==> config.mk <==
export PLATFORM = sky130hd
export DESIGN_NAME = rl_pair_scheduler
export DESIGN_NICKNAME = d
export VERILOG_FILES = /design/src/rtl/rl_pkg.sv /design/src/rtl/rl_pair_addr_counter.sv /design/src/rtl/rl_pair_scheduler.sv
export SDC_FILE = /design/constraint.sdc
export NUM_CORES = 1
export LEC_CHECK = 0
export BUFFER_PORTS_ARGS = -buffer_cell sky130_fd_sc_hd__buf_2
export CAP_MARGIN = 20
export CORE_ASPECT_RATIO = 0.7
export CORE_MARGIN = 2
export CORE_UTILIZATION = 40
export DETAILED_ROUTE_END_ITERATION = 8
export PLACE_DENSITY = 0.59
export SYNTH_ARGS = -nofsm -noshare
export SYNTH_HDL_FRONTEND = slang
export SYNTH_HIERARCHICAL = 1
export SYNTH_SLANG_ARGS = --single-unit
==> constraint.sdc <==
create_clock -name clk -period 4.9 [get_ports clk]
set_input_delay 0.98 -clock clk [delete_from_list [all_inputs] [get_ports clk]]
set_output_delay 0.98 -clock clk [all_outputs]
set_load 0.005 [all_outputs]
==> src/rtl/rl_pkg.sv <==
// rtl/rl_pkg.sv - shared parameters and state encoding for the pair scheduler
package rl_pkg;

  localparam int RL_ADDR_WIDTH = 9;

  typedef enum logic [1:0] {
    ST_IDLE  = 2'd0,
    ST_RUN   = 2'd1,
    ST_DRAIN = 2'd2,
    ST_DONE  = 2'd3
  } rl_state_t;

endpackage

==> src/rtl/rl_pair_addr_counter.sv <==
// rtl/rl_pair_addr_counter.sv - row-major wrapping (home, neighbor) index walker
module rl_pair_addr_counter
  import rl_pkg::*;
#(
  parameter int ADDR_WIDTH = RL_ADDR_WIDTH
) (
  input  logic                  clk,
  input  logic                  rst,
  input  logic                  advance,
  input  logic                  clear,
  input  logic [ADDR_WIDTH:0]   home_limit,
  input  logic [ADDR_WIDTH:0]   neighbor_limit,
  output logic [ADDR_WIDTH-1:0] home_idx,
  output logic [ADDR_WIDTH-1:0] neighbor_idx,
  output logic                  last
);

  localparam logic [ADDR_WIDTH:0] ONE = (ADDR_WIDTH+1)'(1);

  logic [ADDR_WIDTH:0] home_max;
  logic [ADDR_WIDTH:0] neighbor_max;
  logic                home_wrap;
  logic                neighbor_wrap;

  // Detect the top index of each dimension; limits are counts, so the top index is limit-1
  always_comb begin
    home_max      = home_limit - ONE;
    neighbor_max  = neighbor_limit - ONE;
    home_wrap     = ({1'b0, home_idx} == home_max);
    neighbor_wrap = ({1'b0, neighbor_idx} == neighbor_max);
    last          = home_wrap && neighbor_wrap;
  end

  // Neighbor is the fast index; both wrap to zero after the final pair
  always_ff @(posedge clk or negedge rst) begin
    if (!rst) begin
      home_idx     <= '0;
      neighbor_idx <= '0;
    end else if (clear) begin
      home_idx     <= '0;
      neighbor_idx <= '0;
    end else if (advance) begin
      if (neighbor_wrap) begin
        neighbor_idx <= '0;
        home_idx     <= home_wrap ? '0 : home_idx + 1'b1;
      end else begin
        neighbor_idx <= neighbor_idx + 1'b1;
      end
    end
  end

endmodule

==> src/rtl/rl_pair_scheduler.sv <==
// rtl/rl_pair_scheduler.sv - issues home/neighbor BRAM read pairs and tracks outstanding forces
module rl_pair_scheduler
  import rl_pkg::*;
#(
  parameter int ADDR_WIDTH = RL_ADDR_WIDTH,
  parameter int CNT_WIDTH  = 2*ADDR_WIDTH+1
) (
  input  logic                  clk,
  input  logic                  rst,
  input  logic                  start,
  input  logic                  abort,
  input  logic [ADDR_WIDTH:0]   home_num,
  input  logic [ADDR_WIDTH:0]   neighbor_num,
  input  logic                  skip_self,
  input  logic                  stall,
  input  logic                  force_valid,
  output logic [ADDR_WIDTH-1:0] home_rdaddr,
  output logic [ADDR_WIDTH-1:0] neighbor_rdaddr,
  output logic                  rden,
  output logic                  r2_enable,
  output logic                  busy,
  output logic                  done,
  output logic [CNT_WIDTH-1:0]  pair_count
);

  rl_state_t             state;
  rl_state_t             state_next;
  logic [ADDR_WIDTH:0]   home_lat;
  logic [ADDR_WIDTH:0]   neighbor_lat;
  logic                  skip_lat;
  logic [ADDR_WIDTH:0]   home_lim;
  logic [ADDR_WIDTH:0]   neighbor_lim;
  logic                  skip_eff;
  logic [ADDR_WIDTH-1:0] home_idx;
  logic [ADDR_WIDTH-1:0] neighbor_idx;
  logic                  idx_last;
  logic [CNT_WIDTH-1:0]  outstanding;
  logic                  presented_last;
  logic                  start_go;
  logic                  empty_req;
  logic                  step;
  logic                  skip_hit;
  logic                  idx_clear;
  logic                  force_eff;

  // In IDLE the live inputs drive the walker so pair (0,0) can be stepped on the start edge
  always_comb begin
    start_go     = (state == ST_IDLE) && start && !abort;
    home_lim     = (state == ST_IDLE) ? home_num : home_lat;
    neighbor_lim = (state == ST_IDLE) ? neighbor_num : neighbor_lat;
    skip_eff     = (state == ST_IDLE) ? skip_self : skip_lat;
    empty_req    = (home_num == '0) || (neighbor_num == '0);
    step         = !abort && !stall &&
                   ((start_go && !empty_req) || ((state == ST_RUN) && !presented_last));
    skip_hit     = skip_eff && (home_idx == neighbor_idx);
    idx_clear    = abort || ((state != ST_RUN) && !step);
    force_eff    = force_valid && ((state == ST_RUN) || (state == ST_DRAIN));
  end

  rl_pair_addr_counter #(
    .ADDR_WIDTH(ADDR_WIDTH)
  ) u_addr_counter (
    .clk           (clk),
    .rst           (rst),
    .advance       (step),
    .clear         (idx_clear),
    .home_limit    (home_lim),
    .neighbor_limit(neighbor_lim),
    .home_idx      (home_idx),
    .neighbor_idx  (neighbor_idx),
    .last          (idx_last)
  );

  // Next-state decode; abort overrides everything
  always_comb begin
    state_next = state;
    case (state)
      ST_IDLE:  if (start_go) state_next = empty_req ? ST_DONE : ST_RUN;
      ST_RUN:   if (presented_last) state_next = ST_DRAIN;
      ST_DRAIN: if ((outstanding == '0) && !r2_enable) state_next = ST_DONE;
      ST_DONE:  state_next = ST_IDLE;
      default:  state_next = ST_IDLE;
    endcase
    if (abort) state_next = ST_IDLE;
  end

  // State register
  always_ff @(posedge clk or negedge rst) begin
    if (!rst) state <= ST_IDLE;
    else      state <= state_next;
  end

  // Pass configuration captured on an accepted start
  always_ff @(posedge clk or negedge rst) begin
    if (!rst) begin
      home_lat     <= '0;
      neighbor_lat <= '0;
      skip_lat     <= 1'b0;
    end else if (start_go) begin
      home_lat     <= home_num;
      neighbor_lat <= neighbor_num;
      skip_lat     <= skip_self;
    end
  end

  // Registered pair presentation; a skipped pair still consumes its step but raises no rden
  always_ff @(posedge clk or negedge rst) begin
    if (!rst) begin
      home_rdaddr     <= '0;
      neighbor_rdaddr <= '0;
      rden            <= 1'b0;
      r2_enable       <= 1'b0;
      presented_last  <= 1'b0;
      busy            <= 1'b0;
      done            <= 1'b0;
    end else begin
      rden           <= step && !skip_hit;
      r2_enable      <= rden;
      presented_last <= step && idx_last;
      busy           <= (state_next == ST_RUN) || (state_next == ST_DRAIN);
      done           <= (state == ST_DONE) && !abort;
      if (step) begin
        home_rdaddr     <= home_idx;
        neighbor_rdaddr <= neighbor_idx;
      end else if (start_go) begin
        home_rdaddr     <= '0;
        neighbor_rdaddr <= '0;
      end
    end
  end

  // Issued-pair and in-flight force bookkeeping; outstanding floors at zero
  always_ff @(posedge clk or negedge rst) begin
    if (!rst) begin
      pair_count  <= '0;
      outstanding <= '0;
    end else begin
      if (start_go)  pair_count <= '0;
      else if (rden) pair_count <= pair_count + 1'b1;

      if (start_go || abort)                             outstanding <= '0;
      else if (rden && !force_eff)                       outstanding <= outstanding + 1'b1;
      else if (!rden && force_eff && outstanding != '0)  outstanding <= outstanding - 1'b1;
    end
  end

endmodule

* Word level (Yosys, flattened, before mapping)
Cells that the tools add are included.
Storage, ports and cells: register bits after elaboration 102, input port bits 27, logic and storage cells 98
Operators by class: add/sub/neg operators 7, equal/unequal tests 9, muxes and demuxes 24, reduce and logical (&&, ||, !) cells 43
Operators by type and width (count):
- 2-to-1 mux 19 bit | 5
- 2-to-1 mux 9 bit | 10
- adder 19 x 1 -> 19 bit, second input constant | 2
- == test 9 x 10 -> 1 bit | 2
- zero test 10 bit | 2
- 2-to-1 mux 10 bit | 2
- subtractor 10 x 1 -> 10 bit, second input constant | 2
- zero test 19 bit | 1
- nonzero test 19 bit | 1
- subtractor 19 x 1 -> 19 bit, second input constant | 1
- adder 9 x 1 -> 9 bit, second input constant | 2
- logical AND 1 bit | 17
- 2-to-1 mux 2 bit | 5
- == test 9 bit | 1
- zero test 1 bit | 9
- case mux 2 bit (4 select lines) | 1
- nonzero test 2 bit | 4
- == test 2 bit, second input constant | 3
- logical OR 1 bit | 6
- == test 2 x 1 -> 1 bit, second input constant | 2
- nonzero test 3 bit | 1
- zero test 2 bit | 1
- inequality test 2 x 1 -> 1 bit, second input constant | 1
- AND reduction 2 bit | 1
- 2-to-1 mux 1 bit | 1

* Longest topological paths before layout
Gate-level depths: netlist of the first run.
word-level depth 11, gate-level depth with buffers 18

* Modules after synthesis
The synthesis of the first run kept the hierarchy.
By module, submodules not included:
- rl_pair_scheduler | times used 1, cells an instance 516, area each 4765.8 um^2, seq. area each 2102.0 um^2
- rl_pair_addr_counter | times used 1, cells an instance 212, area each 1726.7 um^2, seq. area each 450.4 um^2

* Worst setup path before layout of the first run
OpenSTA, ideal clock, no wires.
path kind input to register, start point in home_num[7], end point reg u_addr_counter.neighbor_idx[8], setup time 0.086 ns, arrival time 3.441 ns, slack 1.373 ns, cell stages on the path 12, buffers on the path 2, cell sequence or4_4 o41ai_2 a211oi_2 clkbuf_1 a21oi_1 clkbuf_1 o21a_1 nand3_1 nor2_1 nand3_1 xor2_1 nor3_1
Between the ends: word-level cells in the longest chain between the ends 10, elaborated cells between the ends (all ways) 11, those cells by class mux (1); reduce/logical (10)
Ends and longest elaborated chain:
- from (decl) | line rl_pair_scheduler.sv:12 | input logic [ADDR_WIDTH:0] home_num,
- zero test 10 bit (*) | line rl_pair_scheduler.sv:52 | empty_req = (home_num == '0) || (neighbor_num == '0);
- logical OR 1 bit (*) | line rl_pair_scheduler.sv:52
- zero test 1 bit (*) | line rl_pair_scheduler.sv:54 | ((start_go && !empty_req) || ((state == ST_RUN) && !presented_last));
- logical AND 1 bit (*) | line rl_pair_scheduler.sv:54
- logical OR 1 bit (*) | line rl_pair_scheduler.sv:54
- logical AND 1 bit (*) | line rl_pair_scheduler.sv:53 | step = !abort && !stall &&
- net step | line rl_pair_scheduler.sv:41 | logic step;
- zero test 1 bit (*) | line rl_pair_scheduler.sv:56 | idx_clear = abort || ((state != ST_RUN) && !step);
- logical AND 1 bit (*) | line rl_pair_scheduler.sv:56
- logical OR 1 bit (*) | line rl_pair_scheduler.sv:56
- net idx_clear | line rl_pair_scheduler.sv:43 | logic idx_clear;
- 2-to-1 mux 9 bit or nonzero test 2 bit (tied branches)
- to (signal assigned) | line rl_pair_addr_counter.sv:47 | neighbor_idx <= neighbor_idx + 1'b1;
- to (decl) | line rl_pair_addr_counter.sv:14 | output logic [ADDR_WIDTH-1:0] neighbor_idx,
The timed path passes the listed nets; every way through them passes the cells marked *. A chain may end at the register's enable or synchronous reset.

* Worst setup path in the final report of the first run
start point reg state[1], end point reg u_addr_counter.home_idx[2]
Between the ends: elaborated cells between the ends (all ways) 25, those cells by class add/sub (2); eq/ne (4); mux (6); reduce/logical (13)
RTL lines:
- from (decl) | line rl_pair_scheduler.sv:26 | rl_state_t state;
- from (signal assigned) | line rl_pair_scheduler.sv:90 | else state <= state_next;
- zero test 2 bit | line rl_pair_scheduler.sv:49 | home_lim = (state == ST_IDLE) ? home_num : home_lat;
- 2-to-1 mux 10 bit | line rl_pair_scheduler.sv:49
- net home_lim[3] | line rl_pair_scheduler.sv:31 | logic [ADDR_WIDTH:0] home_lim;
- subtractor 10 x 1 -> 10 bit | line rl_pair_addr_counter.sv:27 | home_max = home_limit - ONE;
- == test 9 x 10 -> 1 bit | line rl_pair_addr_counter.sv:29 | home_wrap = ({1'b0, home_idx} == home_max);
- 2-to-1 mux 9 bit | line rl_pair_addr_counter.sv:45 | home_idx <= home_wrap ? '0 : home_idx + 1'b1;
- 2-to-1 mux 9 bit | line rl_pair_addr_counter.sv:43 | if (neighbor_wrap) begin
- 2-to-1 mux 9 bit | line rl_pair_addr_counter.sv:42 | end else if (advance) begin
- 2-to-1 mux 9 bit | line rl_pair_addr_counter.sv:39 | end else if (clear) begin
- to (signal assigned) | line rl_pair_addr_counter.sv:45
- to (decl) | line rl_pair_addr_counter.sv:13 | output logic [ADDR_WIDTH-1:0] home_idx,
The timed path passes the listed nets, and every way through them passes these cells. The select of a mux whose other input is x is not followed.

==> qor.txt, run 1 <==
STA
--------------------------------------------------------------------------------
Count of endpoints failing setup in the final report                           0
Number of hold-slack violations in the final timing report                     0
Number of slew-limit violations in the final report                            0
Hold Slack                                                              0.474 ns
Relative slew margins                                                      0.291
Upper clock frequency limit                                            0.257 GHz
Final critical-path share of the clock period                              0.793
Final total negative setup slack                                            0 ns
RSZ-0062 raised after global routing                                          no
Worst clock skew on the final layout                                   0.0123 ns
Slew @ Worst Pin                                                         1.06 ns
Post-layout min period                                                   3.89 ns

RUN STATUS
--------------------------------------------------------------------------------
Outcome                                                             finished clean

GLOBAL ROUTE
--------------------------------------------------------------------------------
Met3 global-route usage                                                   0.0365
M2 GR Usage                                                                0.275
Maximum number of pins on one net before global-route repair                  70
Total overflow reported by the global router                                   0
Number of global-route vias before repair                                  5,288
Most congested layer reported by global routing                             met1
Aggregate global-route resource usage                                      0.196
Antenna violations before repair                                               0
Met1 usage in global routing                                               0.301
Global-route wire length before repair                                   27.2 mm

FINAL LAYOUT
--------------------------------------------------------------------------------
Post-layout nets                                                             830
Most common cell after layout, fill and taps aside                  sky130_fd_sc_hd__nand2_1
Number of antenna repair diodes                                                0
Final non-filler cell area                                             7280 um^2
Filler Cell Count                                                          1,498
Fraction of final layout cells with drive strength greater than 1          0.156
Most used cells in the layout excluding fill and tap cells          sky130_fd_sc_hd__nand2_1, sky130_fd_sc_hd__dfrtp_1, sky130_fd_sc_hd__buf_2
Area growth syn-to-layout                                                  12.1%

CLOCKING
--------------------------------------------------------------------------------
Clock insertion delay at the later pin of the skew report                0.36 ns
Clock transition at the registers of the reported paths                  0.08 ns
Total clock buffers created by CTS                                             9
CTS max path bufs                                                              2
Postcts setup bufs                                                             0
Hold buffer count at CTS                                                       0
Clock tree from TritonCTS                                                   done
Clock root buffer                                                   sky130_fd_sc_hd__clkbuf_16
CTS HTree Levels                                                               3
Number of instances resized during post-cts repair                             0
Clock sink count                                                             102

ROUTE
--------------------------------------------------------------------------------
Final Routed Wirelength                                                  16.3 mm
Average routed wire per standard cell                                    16.6 um
Residual DRC count                                                             0
Number of DRC violations after detailed-routing iteration 0                  401
Routed via count                                                           5,525
Via/cell ratio                                                              5.64
ANT nets after route                                                           0
First-pass DRT Iterations                                                      5

PLACEMENT
--------------------------------------------------------------------------------
HPWL reported at the end of detailed placement                           11.6 mm
Cell area reported after detailed placement                            6970 um^2
Buffers added on ports                                                        67
Final weighted congestion in routability-driven placement                  0.892

SYNTHESIS
--------------------------------------------------------------------------------
Post-synth net total                                                         783
Largest area contributor in the netlist                             sky130_fd_sc_hd__dfrtp_1
Count of flip-flops with a built-in enable after synthesis                     0
Async S/R FF share, synth                                                   1.00
Top flip-flop cell by instance count after synthesis                sky130_fd_sc_hd__dfrtp_1
Number of instances in the synthesized netlist                               728
Syn_area_per_cell                                                      8.92 um^2
Sequential cell area fraction in the yosys report                          0.393
Distinct cell type count after synthesis                                      62
Fraction of synthesized cell area taken by the top area cell type          0.393
Cell types with the largest area share after synthesis              sky130_fd_sc_hd__dfrtp_1, sky130_fd_sc_hd__nand2_1, sky130_fd_sc_hd__ha_1
Post-synth design cell area                                            6490 um^2
Yosys warning count                                                            6
#FFs+latches synth                                                           102

WORST HOLD PATH
--------------------------------------------------------------------------------
Kind of path behind the tightest hold check                           reg -> reg

DIE
--------------------------------------------------------------------------------
Top-level I/O count                                                           68
Floorplan Core Area                                                  15,700 um^2
Die area                                                             17,300 um^2
Die Y-Extent                                                              111 um
Initial core utilization                                                   0.414
Die boundary width                                                        156 um
Row count                                                                     38

SETUP PATH
--------------------------------------------------------------------------------
Critical-path cell with the highest stage delay                     sky130_fd_sc_hd__or4_4
Start point of the critical path                                        state[1]
Capturing element of the worst setup path                           u_addr_counter/home_idx[2]
Top cell family by delay on the critical path                       simple AND/OR/NAND/NOR gates
Data arrival time at the worst-slack endpoint                            4.13 ns
Total stage count of the critical path                                        10
Worst flop-to-flop path startpoint                                      state[1]
CP endpoint kind                                                            flop
Setup slack of the most critical reg-to-reg path                         1.01 ns
Largest stage delay on the critical path                                 0.56 ns
Startpoint Class                                                            flop
Largest driver fanout on the critical path                                    17
Data required, critical path                                             5.14 ns
Capture instance of the worst register-to-register path             u_addr_counter/home_idx[2]
Worst Path Class, Setup                                               reg -> reg
Critical path buffer and inverter count                                        2
Cells along the critical path                                       inv_1 -> ha_1 -> buf_4 -> mux2_2 -> or4_4 -> or3_1 -> o32ai_2 -> nand4b_4 -> a22oi_1 -> a21oi_1
Path depth of the worst reg2reg path                                          10

FLOW RUN
--------------------------------------------------------------------------------
Maximum Capacitance Violations                                                 0

PWR
--------------------------------------------------------------------------------
Post-layout power                                                        3.59 mW
Leakage power figure                                                     3.41 nW
Peak ir drop on the vdd network                                         0.213 mV
Power per unit of standard cell area                                 493 nW/um^2

where the power goes:
group | internal, mW | switching, mW
registers | 0.969 | 0.0956
clock network | 0.369 | 0.381
logic | 0.747 | 1.03
stage by stage:
| step | instances | utilization | setup slack (ns) |
|---|---|---|---|
| global route | 980 | 0.464 | 0.765 |
| floorplan | 728 | - | 1.37 |
| detailed placement | 964 | 0.444 | 0.912 |
| finish | 980 | 0.464 | 1.01 |
| CTS | 980 | 0.464 | 1.05 |
| global placement | 964 | 0.444 | 1.03 |
metal layers:
metal  routed length [um]  part of all wire  up-vias
met5                    0                 0        -
met4                  315             0.019        0
met3                  816             0.050       22
met2                 6850              0.42      156
met1                 8310              0.51     2689
li1                     -                 -     2658
synth_stat cells, drive strengths merged, types with 7 or more instances:
master and number:
nand2 131, dfrtp 102, nor2 57, xor2 37, o21ai 34, xnor2 32, clkbuf 30, a21oi 28
ha 27, nand3 27, mux2 20, nand4 18, inv 17, mux2i 15, nor4 12, a31oi 11
nor3 11, a211oi 10, a21o 9, or3 8, a22oi 7, and3 7, buf 7
cell type report:
type | instances | area, um^2 | share of cell area
tap | 200 | 250 | 0.0344
multi-input combinational | 572 | 3720 | 0.511
inverter | 17 | 63.8 | 0.00876
clock inverter | 7 | 88.8 | 0.0122
sequential | 102 | 2550 | 0.351
timing repair buffer | 73 | 383 | 0.0526
clock buffer | 9 | 225 | 0.0309
flip-flops by register name (all words and copies together) (netlist names), 2 cells and up:
signal                       flops
home_rdaddr                      9
u_addr_counter/home_idx          9
neighbor_lat                    10
pair_count                      19
outstanding                     19
home_lat                        10
u_addr_counter/neighbor_idx      9
neighbor_rdaddr                  9
state                            2
how the worst min path moves through the flow:
stage	start	endpoint	slack [ns]	depth (start not counted)
floorplan	rden	r2_enable	0.39	0
global placement	home_lat[4]	home_lat[4]	0.45	2
detailed placement	neighbor_lat[5]	neighbor_lat[5]	0.46	2
CTS	neighbor_lat[5]	neighbor_lat[5]	0.48	2
global route	neighbor_lat[7]	neighbor_lat[7]	0.51	2
finish	neighbor_lat[5]	neighbor_lat[5]	0.47	2
worst register-to-register path, delay by kind of cell (launching register included):
kind                       cells  cell delay, ns
DFF                            1            0.43
adders and majority gates      1            0.49
AOI/OAI and AO/OA              3            0.73
buffers and inverters          2            0.45
muxes                          1            0.44
and+or+nand+nor                3            1.22
cells by family after synthesis:
| logic type | Yosys count | share of synthesized area |
|---|---|---|
| adder cells (fa/ha/maj) | 28 | 0.0551 |
| XOR/XNOR | 69 | 0.0931 |
| flip-flops | 102 | 0.393 |
| AND/OR/NAND/NOR | 306 | 0.224 |
| AO/OA/AOI/OAI | 134 | 0.141 |
| buffers and inverters | 54 | 0.0358 |
| multiplexers | 35 | 0.0578 |
No activity file was read; power rests on OpenSTA's default activity.
==> run 2: changes to the inputs <==
- clock period: 4.9 -> 3.9 ns (I/O delays scaled with it)
==> run 2 against run 1 <==
Critical path depth up 3. Die area unchanged. Register-to-register slack worse by 0.61 ns. Fmax rose by 11%. Final area increased by 0.72%. Power increased by 26%. Worst setup slack got worse by 0.61 ns. Non-clock buffer count up 7. Count of clock-buffer cells in the layout is 1 higher. Clock skew is 0.0047 ns lower. First-iteration DRC count grew 48%. Global-route usage is 0.19 points higher. Critical endpoint unchanged. Largest cell class unchanged.
==> qor.txt, run 2 (synthesized netlist as in run 1, its figures left out) <==
RUN STATUS
--------------------------------------------------------------------------------
Outcome                                                             finished clean

GLOBAL ROUTE
--------------------------------------------------------------------------------
Aggregate global-route resource usage                                      0.197
Maximum number of pins on one net before global-route repair                  53
Total overflow reported by the global router                                   0
Antenna violations before repair                                               0
Global-route wire length before repair                                   27.4 mm
Number of global-route vias before repair                                  5,308

STA
--------------------------------------------------------------------------------
Count of endpoints failing setup in the final report                           0
Final total negative setup slack                                            0 ns
Number of hold-slack violations in the final timing report                     0
Number of slew-limit violations in the final report                            0
Final critical-path share of the clock period                              0.896
Relative slew margins                                                      0.538
Slew @ Worst Pin                                                        0.693 ns
Upper clock frequency limit                                            0.286 GHz
RSZ-0062 raised after global routing                                          no
Worst clock skew on the final layout                                  0.00754 ns
Post-layout min period                                                   3.50 ns

FINAL LAYOUT
--------------------------------------------------------------------------------
Fraction of final layout cells with drive strength greater than 1          0.165
Most used cells in the layout excluding fill and tap cells          sky130_fd_sc_hd__nand2_1, sky130_fd_sc_hd__dfrtp_1, sky130_fd_sc_hd__buf_2
Filler Cell Count                                                          1,505
Number of antenna repair diodes                                                0
Area growth syn-to-layout                                                  13.0%
Post-layout nets                                                             837
Most common cell after layout, fill and taps aside                  sky130_fd_sc_hd__nand2_1
Utilization after layout                                                   0.467
Leading registers by flop count                                     outstanding (19), pair_count (19)

CLOCKING
--------------------------------------------------------------------------------
Clock transition at the registers of the reported paths                  0.07 ns
Total clock buffers created by CTS                                             9
Clock tree from TritonCTS                                                   done
Clock root buffer                                                   sky130_fd_sc_hd__clkbuf_16
CTS HTree Levels                                                               3
Clock insertion delay at the later pin of the skew report                0.35 ns
CTS max path bufs                                                              2
Clock sink count                                                             102

DIE
--------------------------------------------------------------------------------
Die boundary width                                                        156 um
Floorplan Core Area                                                  15,700 um^2
Top-level I/O count                                                           68
Die area                                                             17,300 um^2
Initial core utilization                                                   0.414
Row count                                                                     38
Die Y-Extent                                                              111 um

SETUP PATH
--------------------------------------------------------------------------------
CP endpoint kind                                                            flop
Worst Path Class, Setup                                               reg -> reg
Largest driver fanout on the critical path                                    16
Critical-path cell with the highest stage delay                     sky130_fd_sc_hd__mux2_2
Data required, critical path                                             4.17 ns
Startpoint Class                                                            flop
Cells along the critical path                                       inv_1 -> ha_1 -> buf_4 -> mux2_2 -> inv_1 -> ha_1 -> nor3b_1 -> xnor2_1 -> nor3_1 -> and3_1 -> and4_2 -> nand4b_1 -> a21oi_1
Data arrival time at the worst-slack endpoint                            3.77 ns
Largest stage delay on the critical path                                 0.46 ns

PLACEMENT
--------------------------------------------------------------------------------
HPWL reported at the end of detailed placement                           11.8 mm
Buffers added on ports                                                        67
Final weighted congestion in routability-driven placement                  0.841

ROUTE
--------------------------------------------------------------------------------
Number of DRC violations after detailed-routing iteration 0                  595
Average routed wire per standard cell                                    16.5 um
ANT nets after route                                                           0
Final Routed Wirelength                                                  16.3 mm
Routed via count                                                           5,476
Residual DRC count                                                             0
Via/cell ratio                                                              5.55
First-pass DRT Iterations                                                      5

FLOW RUN
--------------------------------------------------------------------------------
Maximum Capacitance Violations                                                 0

PWR
--------------------------------------------------------------------------------
Peak ir drop on the vdd network                                         0.214 mV
Leakage power figure                                                     3.45 nW
Post-layout power                                                        4.54 mW
Power per unit of standard cell area                                 619 nW/um^2

WORST HOLD PATH
--------------------------------------------------------------------------------
Kind of path behind the tightest hold check                          in -> async

## run 2: changes by cell type in the layout (fill, tap and decap cells not counted), moves of 2 or more
cell and delta:
sky130_fd_sc_hd__inv_8 -2, sky130_fd_sc_hd__buf_4 +6, sky130_fd_sc_hd__clkinv_8 -3, sky130_fd_sc_hd__clkinv_2 +3
sky130_fd_sc_hd__inv_6 -2
## run 2: worst paths after layout
| kind | slack [ns] | depth (start not counted) | endpoint | from |
|---|---|---|---|---|
| max | 0.40 | 13 | u_addr_counter/home_idx[2] | state[1] |
| min | 0.46 | 1 | outstanding[4] | rst |
| max reg2reg | 0.40 | 13 | u_addr_counter/home_idx[2] | state[1] |
| min in group clk | 0.47 | 2 | home_lat[2] | home_lat[2] |
| max in group asynchronous | 2.70 | 2 | pair_count[15] | rst |
| min reg2reg | 0.47 | 2 | home_lat[2] | home_lat[2] |
## run 2: report_power, final
| group | switching, mW | total [mW] | internal [mW] |
|---|---|---|---|
| registers | 0.117 | 1.34 | 1.22 |
| logic | 1.32 | 2.28 | 0.959 |
| clock network | 0.408 | 0.921 | 0.513 |
| total | 1.85 | 4.54 | 2.69 |
## run 2: final cells by class
type                            instances  area (um^2)  area share
Clock buffer                           10          239      0.0326
Clock inverter                          6         61.3     0.00836
Inverter                               17         63.8     0.00870
Multi-Input combinational cell        572         3720       0.507
Sequential cell                       102         2550       0.348
Tap cell                              200          250      0.0341
Timing Repair Buffer                   80          448      0.0611
## run 2: repair_timing
| item | CTS | global route |
|---|---|---|
| resized for setup | 0 | 1 |
| buffers inserted | 0 | 2 |
| hold buffers | 0 | 0 |
| setup endpoints to repair | 0 | 6 |
## run 2: critical path: cells and delay by family (launching register included)
kind | cells | cell delay (ns)
buf+inv | 3 | 0.44
flops | 1 | 0.44
fa+ha+maj | 2 | 0.48
simple gates | 5 | 1.29
xor+xnor | 1 | 0.10
compound gates | 1 | 0.18
mux | 1 | 0.46
## run 2: stage by stage
step | hold slack [ns] | worst slack, ns | cell area, um^2 | instances
after global placement | 0.455 | 0.417 | 7020 | 969
after global routing | 0.490 | 0.109 | 7330 | 987
after floorplan | 0.391 | 0.454 | 6490 | 728
final | 0.459 | 0.404 | 7330 | 987
after CTS | 0.477 | 0.283 | 7320 | 985
after detailed placement | 0.459 | 0.312 | 7020 | 969
## run 2: metal layers
layer,track usage,routed length [um],vias up
li1,-,-,2683
met1,0.293,8320,2665
met2,0.291,7100,119
met3,0.0471,765,9
met4,0.0428,145,0
met5,0,0,-
